### config.mk
export PLATFORM = sky130hd
export DESIGN_NAME = uart_rx_fifo
export DESIGN_NICKNAME = d
export VERILOG_FILES = /design/src/rtl/uart_pkg.sv /design/src/rtl/uart_rx_fifo_buf.sv /design/src/rtl/uart_rx_fifo.sv
export SDC_FILE = /design/constraint.sdc
export NUM_CORES = 1
export LEC_CHECK = 0
export BUFFER_PORTS_ARGS = -buffer_cell sky130_fd_sc_hd__buf_2
export CAP_MARGIN = 20
export CORE_ASPECT_RATIO = 2
export CORE_MARGIN = 2
export CORE_UTILIZATION = 54
export CTS_CLUSTER_SIZE = 20
export DETAILED_ROUTE_END_ITERATION = 10
export PLACE_DENSITY = 0.78
export SKIP_CTS_REPAIR_TIMING = 1
export SYNTH_ARGS = -nofsm -noshare
export SYNTH_HDL_FRONTEND = slang
export SYNTH_SLANG_ARGS = --single-unit
### constraint.sdc
create_clock -name clk -period 2.94 [get_ports clk]
set_clock_uncertainty 0.15 [all_clocks]
set_input_delay 0.588 -clock clk [delete_from_list [all_inputs] [get_ports clk]]
set_output_delay 0.588 -clock clk [all_outputs]
set_load 0.02 [all_outputs]
### src/rtl/uart_pkg.sv
// Shared types and constants for the UART receive path.
package uart_pkg;

   typedef enum logic [2:0] {StIdle, StStart, StData, StParity, StStop} rx_state_e;

   // Parity sense when parity is compiled in: 0 = even, 1 = odd.
   localparam logic PARITY_ODD = 1'b0;

   localparam int unsigned DEFAULT_CLK_DIV = 5000;

   // Width of a down-counter that must hold clk_div - 1.
   function automatic int unsigned calc_cnt_w(input int unsigned clk_div);
      return (clk_div < 2) ? 1 : $clog2(clk_div);
   endfunction

endpackage

### src/rtl/uart_rx_fifo_buf.sv
// Synchronous FIFO with a registered head word; dout/empty change on the edge after a push
// and on the same edge as a pop.
module uart_rx_fifo_buf #(
   parameter int unsigned WIDTH = 8,
   parameter int unsigned DEPTH = 4
) (
   input  logic             clk,
   input  logic             res,
   input  logic             push,
   input  logic             pop,
   input  logic [WIDTH-1:0] din,
   output logic             full,
   output logic             empty,
   output logic [WIDTH-1:0] dout
);

   localparam int unsigned AW    = $clog2(DEPTH);
   localparam int unsigned PTR_W = AW + 1;

   logic [WIDTH-1:0] mem_q [DEPTH];
   logic [PTR_W-1:0] wr_ptr_q, wr_ptr_d, rd_ptr_q, rd_ptr_d;
   logic             valid_q, valid_d;
   logic [WIDTH-1:0] dout_q, dout_d;
   logic             push_ok, pop_ok;

   assign full    = (wr_ptr_q == {~rd_ptr_q[AW], rd_ptr_q[AW-1:0]});
   assign push_ok = push & (~full | pop_ok);
   assign pop_ok  = pop & valid_q;

   // The head register sees the old write pointer, so a fresh push shows up one edge later.
   always_comb begin
      wr_ptr_d = wr_ptr_q + PTR_W'(push_ok);
      rd_ptr_d = rd_ptr_q + PTR_W'(pop_ok);
      valid_d  = (wr_ptr_q != rd_ptr_d);
      dout_d   = valid_d ? mem_q[rd_ptr_d[AW-1:0]] : dout_q;
   end

   always_ff @(posedge clk) begin
      if (push_ok) begin
         mem_q[wr_ptr_q[AW-1:0]] <= din;
      end
   end

   always_ff @(posedge clk or negedge res) begin
      if (!res) begin
         wr_ptr_q <= '0;
         rd_ptr_q <= '0;
         valid_q  <= 1'b0;
         dout_q   <= '0;
      end else begin
         wr_ptr_q <= wr_ptr_d;
         rd_ptr_q <= rd_ptr_d;
         valid_q  <= valid_d;
         dout_q   <= dout_d;
      end
   end

   assign empty = ~valid_q;
   assign dout  = dout_q;

endmodule

### src/rtl/uart_rx_fifo.sv
// UART receiver with oversampling divider, false-start rejection and a receive FIFO.
// Define UART_RX_PARITY_EN to expect one parity bit per frame and enable parity_err.
module uart_rx_fifo
   import uart_pkg::*;
#(
   parameter int unsigned CLK_DIV    = DEFAULT_CLK_DIV,
   parameter int unsigned DATA_BITS  = 8,
   parameter int unsigned FIFO_DEPTH = 4
) (
   input  logic                 clk,
   input  logic                 res,
   input  logic                 RX,
   output logic [DATA_BITS-1:0] rx_data,
   output logic                 rx_valid,
   input  logic                 rx_ready,
   output logic                 frame_err,
   output logic                 parity_err,
   output logic                 overflow
);

   localparam int unsigned CNT_W = calc_cnt_w(CLK_DIV);
   localparam int unsigned BIT_W = $clog2(DATA_BITS);
   localparam logic [CNT_W-1:0] HALF_LOAD = CNT_W'(CLK_DIV / 2 - 1);
   localparam logic [CNT_W-1:0] FULL_LOAD = CNT_W'(CLK_DIV - 1);
   localparam logic [BIT_W-1:0] LAST_BIT  = BIT_W'(DATA_BITS - 1);

   logic                 rx_meta_q, rxs_q, rxs_prev_q;
   rx_state_e            state_q, state_d;
   logic [CNT_W-1:0]     cnt_q, cnt_d;
   logic [BIT_W-1:0]     bit_q, bit_d;
   logic [DATA_BITS-1:0] shift_q, shift_d;
   logic                 frame_err_q, frame_err_d, overflow_q, overflow_d;
   logic                 push, pop, full, empty, tick, fall;
`ifdef UART_RX_PARITY_EN
   logic                 par_q, par_d, par_bad_q, par_bad_d, parity_err_q, parity_err_d;
`endif

   assign tick = (cnt_q == '0);
   assign fall = rxs_prev_q & ~rxs_q;
   assign pop  = rx_valid & rx_ready;

   always_comb begin
      state_d     = state_q;
      cnt_d       = tick ? FULL_LOAD : cnt_q - CNT_W'(1);
      bit_d       = bit_q;
      shift_d     = shift_q;
      frame_err_d = 1'b0;
      overflow_d  = 1'b0;
      push        = 1'b0;
`ifdef UART_RX_PARITY_EN
      par_d        = par_q;
      par_bad_d    = par_bad_q;
      parity_err_d = 1'b0;
`endif
      unique case (state_q)
         StIdle: begin
            if (fall) begin
               state_d = StStart;
               cnt_d   = HALF_LOAD;
            end
         end
         StStart: begin
            if (tick) begin
               state_d = rxs_q ? StIdle : StData;
               bit_d   = '0;
`ifdef UART_RX_PARITY_EN
               par_d     = 1'b0;
               par_bad_d = 1'b0;
`endif
            end
         end
         StData: begin
            if (tick) begin
               shift_d = {rxs_q, shift_q[DATA_BITS-1:1]};
`ifdef UART_RX_PARITY_EN
               par_d = par_q ^ rxs_q;
`endif
               if (bit_q == LAST_BIT) begin
`ifdef UART_RX_PARITY_EN
                  state_d = StParity;
`else
                  state_d = StStop;
`endif
               end else begin
                  bit_d = bit_q + BIT_W'(1);
               end
            end
         end
`ifdef UART_RX_PARITY_EN
         StParity: begin
            if (tick) begin
               par_bad_d = (rxs_q != (par_q ^ PARITY_ODD));
               state_d   = StStop;
            end
         end
`endif
         StStop: begin
            if (tick) begin
               state_d = StIdle;
               if (!rxs_q) begin
                  frame_err_d = 1'b1;
`ifdef UART_RX_PARITY_EN
               end else if (par_bad_q) begin
                  parity_err_d = 1'b1;
`endif
               end else if (full && !pop) begin
                  overflow_d = 1'b1;
               end else begin
                  push = 1'b1;
               end
            end
         end
         default: state_d = StIdle;
      endcase
   end

   always_ff @(posedge clk or negedge res) begin
      if (!res) begin
         rx_meta_q   <= 1'b1;
         rxs_q       <= 1'b1;
         rxs_prev_q  <= 1'b1;
         state_q     <= StIdle;
         cnt_q       <= '0;
         bit_q       <= '0;
         shift_q     <= '0;
         frame_err_q <= 1'b0;
         overflow_q  <= 1'b0;
      end else begin
         rx_meta_q   <= RX;
         rxs_q       <= rx_meta_q;
         rxs_prev_q  <= rxs_q;
         state_q     <= state_d;
         cnt_q       <= cnt_d;
         bit_q       <= bit_d;
         shift_q     <= shift_d;
         frame_err_q <= frame_err_d;
         overflow_q  <= overflow_d;
      end
   end

`ifdef UART_RX_PARITY_EN
   always_ff @(posedge clk or negedge res) begin
      if (!res) begin
         par_q        <= 1'b0;
         par_bad_q    <= 1'b0;
         parity_err_q <= 1'b0;
      end else begin
         par_q        <= par_d;
         par_bad_q    <= par_bad_d;
         parity_err_q <= parity_err_d;
      end
   end
   assign parity_err = parity_err_q;
`else
   assign parity_err = 1'b0;
`endif

   uart_rx_fifo_buf #(
      .WIDTH(DATA_BITS),
      .DEPTH(FIFO_DEPTH)
   ) u_buf (
      .clk  (clk),
      .res  (res),
      .push (push),
      .pop  (pop),
      .din  (shift_q),
      .full (full),
      .empty(empty),
      .dout (rx_data)
   );

   assign rx_valid  = ~empty;
   assign frame_err = frame_err_q;
   assign overflow  = overflow_q;

endmodule

==> run summary <==
IO Count: 16
CTS H-tree lvls: 3
Largest net degree at the start of global routing: 46
Syn Inst Count: 210
Antenna-violating nets left: 0
First-pass GRT wire length: 8473 um
Chip Width: 59.05 um
Total congestion overflow: 0
Sequential share of the synthesized area: 0.6541
Setup TNS: 0 ps
Pwr Total: 0.003065 W
Syn Std Cell Area: 0.003273 mm2
Final Slew Violations: 0
CTS buffer count: 9
Cell Rows: 40
Share of layout cells above drive strength 1: 0.3033
Avg Vias per Cell: 5.801
IO Port Bufs: 14
Fin util: 0.6418
Number of global-route vias before repair: 1814
Hold crit path type: register to register
Iteration-0 DRC count of the detailed router: 40
WL per Instance: 16.66 um
Crit path cell chain: inv_1, ha_1, nor4b_4, nand3_4, or3b_4, inv_2, and3_1
Worst Path Required: 2770 ps
Num Clock Sinks: 79
Post-route setup slack: 333.4 ps
Post-synth cell types: 48
Post-synth net total: 221
RSZ-0062 raised after global routing: no
Pre-CTS WS: 233.6 ps
CTS tree: done
Worst stage delay on the critical path: 470 ps
Max clock buf depth: 2
#FFs+latches synth: 79
Rel. slew slack: 0.5396
Final Hold Viols: 0
Clock root buffer: clkbuf_16
Min cycle time layout: 2607 ps
Slowest CP cell: or3b_4
Post-DP HPWL: 3566 um
Final setup viols: 0
Fin nets: 250
Via count: 1781
Die height: 114.1 um
CP arrival: 2440 ps
DIE AREA: 0.006738 mm2
First-pass iteration count of the detailed router: 4
Syn Area/Cell: 15.59 um2
GPL Wtd Cong: 0.8682
Worst vdd ir: 0.0005390 V
Commonest non-fill, non-tap cells in the layout: dfrtp_1, edfxtp_1, mux2_2
Fill cells: 439
Max Cap Viol: 0
Pwr per Cell Area: 802.0 mW/mm2
CP endpoint kind: register
Commonest non-fill, non-tap cell in the layout: dfrtp_1
Critical path class: register to register
Hold Slack: 208.5 ps
Worst-path clk slew: 50 ps
Max Fclk: 0.3836 GHz
Yosys warning count: 0
GRT Total Usage: 0.1748
Total core area: 0.005956 mm2
Least-Margin Pin Slew: 685.3 ps
CP startpoint kind: register
Drt total wl: 5115 um
Leak Pwr: 1.677 nW
Area Overhead vs Synth: 16.78%
CP max FO: 8
Initial antenna violation count: 0
Outcome: finished, final reports clean
Initial Util: 0.5496
Drt drc: 0
Worst-Skew Late Latency: 330 ps
Final worst path period share: 0.8866
N_diodes: 0
power by group:
part | switching [W] | leakage [nW] | internal [W]
Sequential | 0.000102 | 0.949 | 0.00123
Clock | 0.000391 | 0.164 | 0.000853
Combinational | 0.000248 | 0.565 | 0.000247
path summary, 6_finish.rpt:
path,startpoint,end,slack [ps],depth (start not counted)
setup / recovery,cnt_q[0],u_buf.mem_q[3][0],330,7
hold / removal,rx_meta_q,rxs_q,210,0
setup reg to reg,cnt_q[0],u_buf.mem_q[3][0],330,7
hold reg to reg,rx_meta_q,rxs_q,210,0
max in group asynchronous,res,rxs_prev_q,1460,4
min in group asynchronous,res,u_buf.dout[0],510,2
flip-flops by register name, summed over array words and instances, names as in the netlist:
name,cells
state_q,3
u_buf.mem_q,32
u_buf.wr_ptr_q,3
cnt_q,13
shift_q,8
rxs_q,1
u_buf.valid_q,1
u_buf.rd_ptr_q,3
u_buf.dout,8
overflow,1
frame_err,1
rx_meta_q,1
bit_q,3
rxs_prev_q,1
cells by family (layout without fill, tap and decap cells):
group                      Yosys count  after routing  share of synthesized area
other                                1              1                   0.001146
xor gates and xnor gates            14             14                    0.03746
DFF                                 79             79                     0.6541
AOI/OAI and AO/OA                   14             14                    0.02982
buffers and inverters               11             45                    0.01491
adders and majority gates            7              7                    0.02676
and+or+nand+nor                     59             59                     0.1212
muxes                               25             25                     0.1147
cells in the mapped netlist, drive strengths merged:
library cell	n	share of area
nor2b	2	0.0038
nand2	11	0.013
buf	3	0.0054
or3b	2	0.0061
o31ai	2	0.0046
nand4	2	0.0057
and3b	1	0.0027
nand4b	1	0.0027
and3	3	0.0057
o41ai	1	0.0027
nor4	2	0.010
nand3b	3	0.0069
or3	1	0.0019
nand3	5	0.011
o21a	1	0.0023
a21boi	1	0.0023
mux2	17	0.060
inv	5	0.0057
ha	7	0.027
conb	1	0.0011
edfxtp	32	0.29
o21ai	1	0.0015
and2	1	0.0019
a22o	3	0.0080
or4	2	0.0057
xor2	7	0.019
dfrtp	44	0.34
nor2	11	0.013
clkbuf	3	0.0038
nor3b	4	0.011
nor4b	3	0.013
mux4	8	0.055
xnor2	7	0.019
a21oi	4	0.0061
nor3	5	0.0076
a22oi	1	0.0023
dfstp	3	0.024
area by class of cell:
type | count | area, um2 | area share
Sequential cell | 79 | 2141 | 0.5601
Multi-Input combinational cell | 120 | 1084 | 0.2835
Clock buffer | 13 | 250.2 | 0.06547
Timing Repair Buffer | 24 | 160.2 | 0.04190
Clock inverter | 3 | 90.09 | 0.02357
Tap cell | 63 | 78.83 | 0.02062
Inverter | 5 | 18.77 | 0.004910
metrics by stage:
stage	area [um2]	instances
after floorplan	3273	210
after global placement	3452	289
after detailed placement	3452	289
after CTS	3792	305
after global routing	3822	307
final	3822	307
per-layer routing:
metal | up-vias | track usage | part of all wire
met5 | - | 0 | 0
met4 | 0 | 0.1061 | 0.036
met3 | 15 | 0.05198 | 0.034
met2 | 43 | 0.2926 | 0.56
met1 | 887 | 0.1873 | 0.37
li1 | 836 | - | -
critical path, delay by kind of cell, from the launching register on:
family,cells,cell delay [ps]
AND/OR/NAND/NOR,4,1350
flip-flops,1,400
adder cells (fa/ha/maj),1,210
buffers and inverters,2,140
Note: power is estimated with default switching activity, not from simulation.
